===== config.mk =====
export PLATFORM = sky130hd
export DESIGN_NAME = multicycle_sequencer
export DESIGN_NICKNAME = d
export VERILOG_FILES = /design/src/rtl/multicycle_sequencer_pkg.sv /design/src/rtl/mem_wait_timer.sv /design/src/rtl/multicycle_sequencer.sv
export SDC_FILE = /design/constraint.sdc
export NUM_CORES = 1
export LEC_CHECK = 0
export BUFFER_PORTS_ARGS = -buffer_cell sky130_fd_sc_hd__buf_2
export CAP_MARGIN = 25
export CELL_PAD_IN_SITES_DETAIL_PLACEMENT = 1
export CELL_PAD_IN_SITES_GLOBAL_PLACEMENT = 1
export CORE_MARGIN = 2
export CORE_UTILIZATION = 27
export DETAILED_ROUTE_END_ITERATION = 6
export PLACE_DENSITY = 0.7
export SLEW_MARGIN = 40
export SYNTH_ARGS = -nofsm -noshare
export SYNTH_HDL_FRONTEND = slang
export SYNTH_SLANG_ARGS = --single-unit

===== constraint.sdc =====
create_clock -name clk -period 2.2 [get_ports clk]
set_input_delay 0 -clock clk [delete_from_list [all_inputs] [get_ports clk]]
set_output_delay 0 -clock clk [all_outputs]
set_load 0.01 [all_outputs]

===== src/rtl/multicycle_sequencer_pkg.sv =====
// rtl/multicycle_sequencer_pkg.sv - shared opcode/func codes, state and pc_src encodings
package multicycle_sequencer_pkg;

  typedef enum logic [2:0] {
    ST_FETCH  = 3'd0,
    ST_DECODE = 3'd1,
    ST_EXEC   = 3'd2,
    ST_MEM    = 3'd3,
    ST_WB     = 3'd4,
    ST_TRAP   = 3'd7
  } state_t;

  localparam logic [1:0] PC_SEQ    = 2'd0;
  localparam logic [1:0] PC_BRANCH = 2'd1;
  localparam logic [1:0] PC_JUMP   = 2'd2;
  localparam logic [1:0] PC_REG    = 2'd3;

  localparam logic [5:0] OP_RTYPE = 6'h00;
  localparam logic [5:0] OP_J     = 6'h02;
  localparam logic [5:0] OP_JAL   = 6'h03;
  localparam logic [5:0] OP_BEQ   = 6'h04;
  localparam logic [5:0] OP_BNE   = 6'h05;
  localparam logic [5:0] OP_ADDI  = 6'h08;
  localparam logic [5:0] OP_ADDIU = 6'h09;
  localparam logic [5:0] OP_SLTI  = 6'h0A;
  localparam logic [5:0] OP_SLTIU = 6'h0B;
  localparam logic [5:0] OP_ANDI  = 6'h0C;
  localparam logic [5:0] OP_ORI   = 6'h0D;
  localparam logic [5:0] OP_LUI   = 6'h0F;
  localparam logic [5:0] OP_LW    = 6'h23;
  localparam logic [5:0] OP_SW    = 6'h2B;
  localparam logic [5:0] OP_LL    = 6'h30;

  localparam logic [5:0] F_SLL  = 6'h00;
  localparam logic [5:0] F_SRL  = 6'h02;
  localparam logic [5:0] F_SRA  = 6'h03;
  localparam logic [5:0] F_JR   = 6'h08;
  localparam logic [5:0] F_ADD  = 6'h20;
  localparam logic [5:0] F_ADDU = 6'h21;
  localparam logic [5:0] F_SUB  = 6'h22;
  localparam logic [5:0] F_SUBU = 6'h23;
  localparam logic [5:0] F_AND  = 6'h24;
  localparam logic [5:0] F_OR   = 6'h25;
  localparam logic [5:0] F_NOR  = 6'h27;
  localparam logic [5:0] F_SLT  = 6'h2A;
  localparam logic [5:0] F_SLTU = 6'h2B;

  function automatic logic is_legal(input logic [5:0] op, input logic [5:0] fn);
    logic ok;
    ok = 1'b0;
    case (op)
      OP_RTYPE: begin
        case (fn)
          F_SLL, F_SRL, F_SRA, F_JR, F_ADD, F_ADDU, F_SUB,
          F_SUBU, F_AND, F_OR, F_NOR, F_SLT, F_SLTU: ok = 1'b1;
          default: ok = 1'b0;
        endcase
      end
      OP_J, OP_JAL, OP_BEQ, OP_BNE, OP_ADDI, OP_ADDIU, OP_SLTI, OP_SLTIU,
      OP_ANDI, OP_ORI, OP_LUI, OP_LW, OP_SW, OP_LL: ok = 1'b1;
      default: ok = 1'b0;
    endcase
    return ok;
  endfunction

endpackage


===== src/rtl/mem_wait_timer.sv =====
// rtl/mem_wait_timer.sv - counts memory wait cycles, flags the last allowed one
module mem_wait_timer #(
  parameter int MEM_TIMEOUT = 16
) (
  input  logic clk,
  input  logic rst_n,
  input  logic clr,
  input  logic en,
  output logic expired
);

  localparam int W = (MEM_TIMEOUT > 1) ? $clog2(MEM_TIMEOUT) : 1;
  localparam logic [W-1:0] LAST = W'(MEM_TIMEOUT - 1);

  logic [W-1:0] count;

  always_ff @(posedge clk) begin
    if (!rst_n || clr) begin
      count <= '0;
    end else if (en) begin
      count <= count + W'(1);
    end
  end

  // High in the wait cycle that would bring the count up to MEM_TIMEOUT.
  assign expired = (count == LAST);

endmodule


===== src/rtl/multicycle_sequencer.sv =====
// rtl/multicycle_sequencer.sv - multi-cycle MIPS control sequencer with shared memory port
module multicycle_sequencer
  import multicycle_sequencer_pkg::*;
#(
  parameter int MEM_TIMEOUT = 16,
  parameter int CNT_W       = 32
) (
  input  logic             clk,
  input  logic             rst_n,
  input  logic [5:0]       opcode,
  input  logic [5:0]       func,
  input  logic             zero,
  input  logic             mem_ready,
  output logic             mem_req,
  output logic             mem_we,
  output logic             iord,
  output logic             ir_write,
  output logic             pc_write,
  output logic [1:0]       pc_src,
  output logic             reg_write,
  output logic             link,
  output logic [2:0]       state,
  output logic [CNT_W-1:0] retired,
  output logic             illegal,
  output logic             fault
);

  state_t cur_state;
  state_t nxt_state;
  logic   retire;
  logic   set_illegal;
  logic   set_fault;
  logic   wait_en;
  logic   expired;
  logic   is_jr;

  assign is_jr = (opcode == OP_RTYPE) && (func == F_JR);
  assign state = cur_state;

  mem_wait_timer #(
    .MEM_TIMEOUT(MEM_TIMEOUT)
  ) u_timer (
    .clk    (clk),
    .rst_n  (rst_n),
    .clr    (!wait_en),
    .en     (wait_en),
    .expired(expired)
  );

  always_comb begin
    mem_req     = 1'b0;
    mem_we      = 1'b0;
    iord        = 1'b0;
    ir_write    = 1'b0;
    pc_write    = 1'b0;
    pc_src      = PC_SEQ;
    reg_write   = 1'b0;
    link        = 1'b0;
    retire      = 1'b0;
    set_illegal = 1'b0;
    set_fault   = 1'b0;
    wait_en     = 1'b0;
    nxt_state   = cur_state;

    case (cur_state)
      ST_FETCH: begin
        mem_req = 1'b1;
        if (mem_ready) begin
          ir_write  = 1'b1;
          pc_write  = 1'b1;
          pc_src    = PC_SEQ;
          nxt_state = ST_DECODE;
        end else begin
          wait_en = 1'b1;
          if (expired) begin
            set_fault = 1'b1;
            nxt_state = ST_TRAP;
          end
        end
      end
      ST_DECODE: begin
        if (!is_legal(opcode, func)) begin
          set_illegal = 1'b1;
          nxt_state   = ST_TRAP;
        end else if (opcode == OP_J) begin
          pc_write  = 1'b1;
          pc_src    = PC_JUMP;
          retire    = 1'b1;
          nxt_state = ST_FETCH;
        end else if (opcode == OP_JAL) begin
          nxt_state = ST_WB;
        end else begin
          nxt_state = ST_EXEC;
        end
      end
      ST_EXEC: begin
        if (opcode == OP_BEQ || opcode == OP_BNE) begin
          pc_write  = (opcode == OP_BEQ) ? zero : !zero;
          pc_src    = PC_BRANCH;
          retire    = 1'b1;
          nxt_state = ST_FETCH;
        end else if (is_jr) begin
          pc_write  = 1'b1;
          pc_src    = PC_REG;
          retire    = 1'b1;
          nxt_state = ST_FETCH;
        end else if (opcode == OP_LW || opcode == OP_SW) begin
          nxt_state = ST_MEM;
        end else begin
          nxt_state = ST_WB;
        end
      end
      ST_MEM: begin
        mem_req = 1'b1;
        iord    = 1'b1;
        mem_we  = (opcode == OP_SW);
        if (mem_ready) begin
          if (opcode == OP_SW) begin
            retire    = 1'b1;
            nxt_state = ST_FETCH;
          end else begin
            nxt_state = ST_WB;
          end
        end else begin
          wait_en = 1'b1;
          if (expired) begin
            set_fault = 1'b1;
            nxt_state = ST_TRAP;
          end
        end
      end
      ST_WB: begin
        reg_write = 1'b1;
        if (opcode == OP_JAL) begin
          link     = 1'b1;
          pc_write = 1'b1;
          pc_src   = PC_JUMP;
        end
        retire    = 1'b1;
        nxt_state = ST_FETCH;
      end
      ST_TRAP: nxt_state = ST_TRAP;
      default: nxt_state = ST_TRAP;
    endcase

    // Reset abandons any in-flight access: no strobe may escape this cycle.
    if (!rst_n) begin
      mem_req     = 1'b0;
      mem_we      = 1'b0;
      iord        = 1'b0;
      ir_write    = 1'b0;
      pc_write    = 1'b0;
      pc_src      = PC_SEQ;
      reg_write   = 1'b0;
      link        = 1'b0;
      retire      = 1'b0;
      set_illegal = 1'b0;
      set_fault   = 1'b0;
      wait_en     = 1'b0;
    end
  end

  always_ff @(posedge clk) begin
    if (!rst_n) begin
      cur_state <= ST_FETCH;
      retired   <= '0;
      illegal   <= 1'b0;
      fault     <= 1'b0;
    end else begin
      cur_state <= nxt_state;
      if (retire) retired <= retired + CNT_W'(1);
      if (set_illegal) illegal <= 1'b1;
      if (set_fault) fault <= 1'b1;
    end
  end

endmodule


==> reports/metrics.yaml, run 1 <==
cells_and_area:
  fin_nets: 434
  fin_util_pct: 34.5
  syn_to_final_growth_pct: 25.4
  drive_gt1_share_pct: 24.5
  antenna-diode-count: 0
  finalNonFillerCells: 549
place:
  place_inst: 542
  dp_hpwl_um: 6220
  routabilityCongestion: 0.850
  place.port_buffers: 61
setup_path:
  r2r_cells: 4
  required_ns: 2.20
  critPathTopFamily: "simple AND/OR/NAND/NOR gates"
  cp-end-kind: "primary output"
  max_stage_delay_ns: 0.43
  path_max_fanout: 16
  cp-start-kind: "register"
  cp_num_cells: 8
  crit_arrival_ns: 2.04
  crit_path_top_delay_cell: "or3_4"
  crit_path_cell_trace: "buf_4 -> nor2_1 -> nand2_1 -> or3_4 -> buf_4 -> nor2_1 -> o221a_2 -> buf_2"
  crit_type: "register to primary output"
  path_buf_inv: 3
clock_tree:
  clock_path_buffers: 2
  clk_pin_slew_ns: 0.08
  h-tree-depth: 2
  postCtsSetupRepairBufs: 0
  cts_sinks: 41
  cts_tree: "done"
  cts_hold_buffers: 0
  root_buffer: "clkbuf_8"
  insertion_delay_ns: 0.30
  numCtsBuffers: 5
outcome:
  status: "finished clean"
power_and_ir_drop:
  p_int_uw: 1460
  total_power_uw: 2280
  power_leakage_uw: 0.00130
  pwr-share-seq_pct: 37.2
  power_frac_comb_pct: 36.2
  max-vdd-ir-drop_mv: 0.245
  clockPowerShare_pct: 26.6
  p_sw_share_pct: 36.0
  switchingPower_uw: 822
  power.density_nw_per_um2: 684
routing:
  finalWirelength_um: 8330
  vias: 2790
  routedWlPerCell_um: 15.2
  drc_errors: 0
  dr.pass1.iters: 4
  routed_via_density: 5.08
  drtAntennaViolNets: 0
  drtIter0Drc: 79
synth:
  seq_area_frac_synth_pct: 30.8
  synth_edf_count: 0
  synth-main-ff-cell: "dfxtp_1"
  syn_nets: 363
  syn_inst: 345
  syn-cell-area_um2: 2670
  synth-async-reset-ratio_pct: 0
  synth-seq-cells: 41
  ys_types: 48
  syn-mean-instance-area_um2: 7.72
  yosysWarnings: 0
grt:
  grt_max_degree: 42
  grt_pass1_wl_um: 13200
  grt.total_usage_pct: 15.4
  grt_pass1_vias: 2666
  antenna_found_initial: 0
  grt_overflow: 0
timing:
  setup_viol: 0
  worst_hold_slack_ns: 0.154
  max_freq_ghz: 0.491
  fin_worst_skew_ns: 0.0135
  rsz0062_at_grt: "false"
  finalHoldViolCount: 0
  min_period_ns: 2.04
  period_share_pct: 92.6
  setup-tns-final_ns: 0
  tightestPinTransition_ns: 0.516
  slew_viol_final: 0
  slew_headroom_pct: 65.3
flow_run:
  max-cap-violations: 0
die:
  core_area_um2: 9680
  io_pins: 62
  start_util_pct: 27.5
  num_rows: 36
  die_w_um: 103
  die_area_um2: 10700
  die_y_um: 103
worst_hold_path:
  hp-class: "input port to register"
  hold_depth: 3
==> Yosys cell counts, drive strengths merged (3+ instances only) <==
cell type	n	area (um2)
inv	8	30.0
mux2i	29	290
nand2	49	184
nand3	16	80.1
or3	5	31.3
a211oi	5	37.5
dfxtp	41	821
nand4	17	106
a21oi	29	145
o21a	3	22.5
xor2	3	26.3
o21ai	5	25.0
nand2b	32	200
nor3	11	55.1
nor2	18	67.6
nand3b	4	30.0
and3	8	50.1
a2111oi	5	77.6
a31oi	4	25.0
clkbuf	17	63.8
buf	6	35.0
==> cell usage in the layout (no fill, tap or decap), types with 2 or more instances in the layout <==
cell type and instances:
buf_2 61, nand2_1 49, dfxtp_1 41, nand2b_1 32
a21oi_1 29, mux2i_1 29, buf_4 26, nor2_1 18
nand4_1 17, nand3_1 16, nor3_1 11, and3_1 8
inv_1 8, o21ai_0 5, a211oi_1 5, clkbuf_8 5
a31oi_1 4, or3_1 4, nand3b_1 4, xor2_1 3
o21a_1 3, nor4_1 2, nor3b_1 2, nor4b_1 2
nor2b_1 2, o311ai_0 2, o211ai_1 2, a2111oi_1 2
a2111oi_2 2, ha_1 2
==> path summary, 6_finish.rpt <==
path,from,endpoint,slack [ns]
hold / removal,rst_n,state[1],0.15
hold reg to reg,u_timer.count[0],u_timer.count[0],0.46
setup / recovery,state[0],pc_write,0.16
setup reg to reg,state[2],retired[27],0.18
==> worst reg2reg max path, delay by kind of cell, from the launching register on <==
kind	cells	cell delay [ns]
multiplexers	1	0.23
AO/OA/AOI/OAI	2	0.90
flip-flops	1	0.39
AND/OR/NAND/NOR	1	0.44
==> power by group through the flow <==
stage | clock [uW] | sequential [uW] | combinational (uW)
floorplan | 0 | 870 | 500
global placement | 0 | 864 | 787
detailed placement | 0 | 867 | 818
CTS | 621 | 850 | 824
global route | 655 | 859 | 905
finish | 608 | 850 | 826
==> cell type report <==
class | count | area (um2)
clock inverter | 2 | 35.0
sequential | 41 | 821
inverter | 9 | 33.8
multi-input combinational | 272 | 1720
clock buffer | 5 | 68.8
fill | 1217 | 6340
tap | 133 | 166
timing repair buffer | 87 | 500
==> per-layer routing <==
metal,wire [um],global-route usage [%]
met1,3970,20.4
met5,0,0
met4,61,3.64
met2,4020,26.9
met3,278,1.81
==> repair_timing <==
| action | 4_1_cts | 5_1_grt |
|---|---|---|
| pin swaps | 0 | 1 |
| gates resized for setup | 1 | 0 |
| hold endpoints to repair | 0 | 0 |
| setup endpoints to repair | 1 | 1 |
==> per-stage QoR <==
step                      area, um2  worst slack, ns
after global routing           3340           0.0387
after global placement         3230           0.0849
after floorplan                2670            0.147
after detailed placement       3230           0.0374
final                          3340            0.163
after CTS                      3340            0.125
==> registers in the layout (all words and copies together) (netlist names) <==
signal         count
fault              1
u_timer.count      4
retired           32
illegal            1
state              3
==> cells by family (layout without fill, tap and decap cells) <==
logic type	count (synthesis)	count (layout)	synth area share [%]
and+or+nand+nor	176	176	34.9
xor gates and xnor gates	4	4	1.31
buffers and inverters	32	103	4.98
DFF	41	41	30.8
AOI/OAI and AO/OA	61	61	16.2
adders and majority gates	2	2	0.939
muxes	29	29	10.9
Power figures use the tool's default switching activity.
==> run 2, diff against run 1 <==
Settings changed: ABC_AREA set to 1, PLACE_DENSITY 0.7 to 0.73.
==> reports/metrics.yaml, run 2 <==
outcome:
  status: "finished clean"
cells_and_area:
  antenna-diode-count: 0
  layout_common_cells: "nand2_1, nor2_1, buf_2, inv_1, nand3_1"
  syn_to_final_growth_pct: 18.1
  fin_nets: 573
  fillers: 1435
  largest_register_ffs: 32
  drive_gt1_share_pct: 17.4
  seq_area_um2: 821
  layout_commonest_cell: "nand2_1"
  regMostFlops: "retired"
  multi_input_area_um2: 1740
synth:
  synth-async-reset-ratio_pct: 0
  synth_edf_count: 0
  seq_area_frac_synth_pct: 28.4
  syn_inst: 498
  ys_top_cells_by_count: "nand2_1, nor2_1, inv_1"
  yosysWarnings: 0
  ys_types: 31
  synthTopCellsByArea: "dfxtp_1, nand2_1, nor2_1, nand3_1, inv_1"
  syn-mean-instance-area_um2: 5.80
  post-synth-top-count-cell: "nand2_1"
  synth_largest_area_cell: "dfxtp_1"
  syn-cell-area_um2: 2890
  syn_nets: 516
  yosysTopAreaCellShare_pct: 28.4
  synth-seq-cells: 41
  synth-main-ff-cell: "dfxtp_1"
power_and_ir_drop:
  max-vdd-ir-drop_mv: 0.447
  total_power_uw: 2370
  clockPowerShare_pct: 32.1
  switchingPower_uw: 903
  power_frac_comb_pct: 31.8
  p_sw_share_pct: 38.1
  power_leakage_uw: 0.00156
  p_int_uw: 1470
  pwr-share-seq_pct: 36.1
  power.density_nw_per_um2: 695
routing:
  drtAntennaViolNets: 0
  dr.pass1.iters: 5
  drtIter0Drc: 141
  vias: 3239
  finalWirelength_um: 9090
  drc_errors: 0
  routedWlPerCell_um: 13.1
  routed_via_density: 4.68
timing:
  slew_headroom_pct: 64.3
  setup_viol: 0
  fin_worst_skew_ns: 0.0107
  slew_viol_final: 0
  rsz0062_at_grt: "false"
  setup_slack_ns: 0.368
  period_share_pct: 83.3
  max_freq_ghz: 0.546
  setup-tns-final_ns: 0
  finalHoldViolCount: 0
  min_period_ns: 1.83
  tightestPinTransition_ns: 0.534
die:
  start_util_pct: 27.9
  io_pins: 62
  die_area_um2: 11500
  core_area_um2: 10400
  die_y_um: 107
  die_w_um: 107
  num_rows: 37
clock_tree:
  numCtsBuffers: 5
  cts_tree: "done"
  clock_path_buffers: 2
  ctsResizeCount: 0
  clk_pin_slew_ns: 0.10
  root_buffer: "clkbuf_8"
  insertion_delay_ns: 0.31
  cts_hold_buffers: 0
  h-tree-depth: 2
  postCtsSetupRepairBufs: 0
  cts_sinks: 41
worst_hold_path:
  hp-class: "input port to register"
grt:
  grt_overflow: 0
  grt_pass1_wl_um: 15400
  grt_pass1_vias: 3283
  use_met2_pct: 30.7
  grt_max_degree: 52
  antenna_found_initial: 0
  grt_busiest_layer: "met2"
  use_met3_pct: 2.78
  grt.total_usage_pct: 16.5
  grt_util_met1_pct: 20.1
setup_path:
  reg2reg_from: "retired[0]"
  required_ns: 2.45
  path_max_fanout: 6
  cp-start-kind: "register"
  crit_path_end: "retired[24]"
  crit_arrival_ns: 2.09
  r2r_cells: 11
  cp-end-kind: "register"
  crit_path_start: "retired[0]"
  rrSetupSlack_ns: 0.37
  crit_type: "register to register"
  worstReg2RegEnd: "retired[24]"
place:
  place.port_buffers: 61
  dp_hpwl_um: 7190
  routabilityCongestion: 0.806
  pre_cts_slack_ns: 0.309
flow_run:
  max-cap-violations: 0
[run 2: cell count changes in the layout (fill, tap and decap cells not counted), sizes merged, moves of 8 or more]
cell	delta
nand2	+111
nor2	+93
inv	+52
nand2b	-32
mux2i	-29
nand3	+28
buf	-24
nand4	-13
and3	-8
[run 2: worst max-delay path: stages, from the launching register on]
cell and delay [ns]:
dfxtp_1 0.43, ha_1 0.25, nand3_2 0.16, nor2_2 0.19
nand2_1 0.11, nor2_1 0.18, nand3_1 0.09, nor2_1 0.13
nand2_1 0.06, nand2_1 0.06, nand2_1 0.04, nor2_1 0.07
[run 2: cell families after synthesis]
group	synth area share, %
AO/OA/AOI/OAI	7.62
XOR/XNOR	1.82
adder cells (fa/ha/maj)	0.866
buffers and inverters	11.3
flip-flops	28.4
AND/OR/NAND/NOR	50.0
[run 2: metal layers]
metal | up-vias | share of wire [%]
met1 | 1518 | 46
met5 | - | 0
met4 | 0 | 0.58
li1 | 1664 | -
met2 | 52 | 49
met3 | 5 | 3.9
[run 2: worst min path at each step]
stage               from               end  cells past startpoint
6_report       mem_ready  u_timer.count[3]                      4
5_1_grt        mem_ready  u_timer.count[1]                      4
4_1_cts        mem_ready  u_timer.count[3]                      4
3_5_place_dp     illegal           illegal                      1
3_3_place_gp     illegal           illegal                      1
2_1_floorplan  mem_ready          ir_write                      2
[run 2: cell type report]
class,instances,area share [%]
multi-input cells,384,51.1
flip-flops and latches,41,24.0
repair buffers,63,9.38
inverters,60,6.60
well taps,136,4.99
clock buffers,5,2.02
clock inverters,3,1.91
[run 2: power by group through the flow]
stage / registers, uW / logic, uW / clock network, uW
3_5_place_dp: 873 / 763 / 0
6_report: 855 / 755 / 761
5_1_grt: 864 / 870 / 808
4_1_cts: 856 / 767 / 772
2_1_floorplan: 883 / 617 / 0
3_3_place_gp: 867 / 741 / 0
[run 2: per-stage QoR]
step | util [%] | std cells | area [um2] | hold slack [ns]
final | 32.9 | 692 | 3410 | 0.118
after floorplan | - | 498 | 2890 | 0.181
after CTS | 32.9 | 692 | 3410 | 0.121
after detailed placement | 31.6 | 684 | 3280 | 0.427
after global routing | 32.9 | 692 | 3410 | 0.176
after global placement | 31.6 | 684 | 3280 | 0.418
==> run 3, diff against run 2 <==
Settings changed: ABC_AREA 1 to 0, PLACE_DENSITY 0.73 to 0.7.
Clock period 2.2 ns to 1.8 ns, I/O delays scaled along.
==> reports/metrics.yaml, run 3 (synthesis gave the netlist of run 1 again) <==
setup_path:
  rrSetupSlack_ns: -0.07
  crit_arrival_ns: 2.10
  cp-start-kind: "register"
  worstReg2RegEnd: "retired[13]"
  required_ns: 2.03
  reg2reg_from: "state[2]"
  path_max_fanout: 7
  crit_type: "register to register"
  r2r_cells: 7
  cp-end-kind: "register"
timing:
  worst_hold_slack_ns: 0.153
  fin_worst_skew_ns: 0.00361
  setup_viol: 16
  setup-tns-final_ns: -0.431
  slew_headroom_pct: 68.2
  finalHoldViolCount: 0
  period_share_pct: 104
  rsz0062_at_grt: "true"
  max_freq_ghz: 0.534
  slew_viol_final: 0
  min_period_ns: 1.87
  tightestPinTransition_ns: 0.473
  setup_slack_ns: -0.0730
clock_tree:
  cts_hold_buffers: 0
  cts_tree: "done"
  clk_pin_slew_ns: 0.08
  cts_sinks: 41
  numCtsBuffers: 5
  clock_path_buffers: 2
  h-tree-depth: 2
  insertion_delay_ns: 0.29
  root_buffer: "clkbuf_8"
die:
  die_area_um2: 10700
  core_area_um2: 9680
  io_pins: 62
  start_util_pct: 27.5
  num_rows: 36
  die_y_um: 103
  die_w_um: 103
power_and_ir_drop:
  power.density_nw_per_um2: 802
  max-vdd-ir-drop_mv: 0.289
  power_leakage_uw: 0.00150
cells_and_area:
  fin_nets: 469
  fin_util_pct: 39.9
  antenna-diode-count: 0
  layout_common_cells: "buf_2, buf_4, nand2_1, dfxtp_1, nand2b_1"
  syn_to_final_growth_pct: 44.8
  largest_register_ffs: 32
  regMostFlops: "retired"
  layout_commonest_cell: "buf_2"
  drive_gt1_share_pct: 38.7
grt:
  grt.total_usage_pct: 17.0
  grt_max_degree: 46
  grt_pass1_wl_um: 14500
  grt_pass1_vias: 2953
  grt_overflow: 0
  antenna_found_initial: 0
worst_hold_path:
  hold-path-endpoint: "retired[1]"
  hold_depth: 3
  hp-class: "input port to register"
  worstHoldStart: "rst_n"
place:
  routabilityCongestion: 0.829
  place.port_buffers: 61
  pre_cts_slack_ns: -0.299
  dp_hpwl_um: 6550
routing:
  finalWirelength_um: 9240
  drc_errors: 0
  routedWlPerCell_um: 15.8
  vias: 3005
  routed_via_density: 5.14
  drtAntennaViolNets: 0
  dr.pass1.iters: 4
  drtIter0Drc: 133
outcome:
  status: "finished, violations left"
  violations: "setup timing"
flow_run:
  max-cap-violations: 0
## run 3: cell types whose count changed in the layout (fill, tap and decap cells not counted), moves of 7 or more
cell and change:
nand4_1 +13, inv_1 -50, nand3_1 -27, buf_4 +52, a21oi_2 +19, o21ai_0 -7, nor2_2 -8, nand2_1 -104
mux2i_1 +29, nor2_1 -85, a21oi_1 -16, nand2b_1 +32, and3_1 +8
## run 3: worst max-delay path, stage by stage (launching register included)
cell and delay (ns):
dfxtp_4 0.37, buf_6 0.11, and4b_1 0.24, nand4_1 0.20, o311a_4 0.28, buf_6 0.16
a211oi_4 0.23, mux2i_1 0.21
## run 3: layout make-up
| type | instances | area, um2 |
|---|---|---|
| clock buffers | 5 | 68.8 |
| clock inverters | 3 | 17.5 |
| fillers | 1186 | 5820 |
| inverters | 9 | 33.8 |
| multi-input cells | 273 | 1950 |
| flip-flops and latches | 41 | 826 |
| well taps | 133 | 166 |
| repair buffers | 121 | 801 |
## run 3: what timing repair did
item,4_1_cts,5_1_grt
resized for setup,21,18
gates cloned,1,0
buffers inserted,6,5
setup endpoints to repair,32,38
pin swaps,11,8
## run 3: worst max path at each step
stage                         start     endpoint  slack [ns]  cells after the start
after CTS                  state[2]  retired[27]        -0.1                      6
after floorplan            state[2]  retired[29]       -0.09                      6
after global routing       state[2]  retired[27]       -0.17                      6
after detailed placement  opcode[3]  retired[28]       -0.30                      6
final                      state[2]  retired[13]       -0.07                      7
after global placement    opcode[3]  retired[27]       -0.20                      6
## run 3: power breakdown
part           internal, uW  switching [uW]  leakage, uW
Clock                   268             336    0.0000439
Sequential              979            65.0     0.000332
Combinational           644             804      0.00112
## run 3: metal layers
metal	track usage, %	up-vias	part of all wire (%)	routed length [um]
li1	-	1451	-	-
met1	21.8	1471	45	4140
met3	2.22	13	3.9	362
met5	0	-	0	0
met4	4.86	0	1.4	128
met2	30.0	70	50	4610
## run 3: through the flow
stage                     instances  power [uW]  cell area [um2]
after floorplan                 345        1770             2780
after global placement          565        2130             3490
after detailed placement        565        2180             3490
after CTS                       580        2970             3730
after global routing            585        3280             3860
final                           585        3090             3860
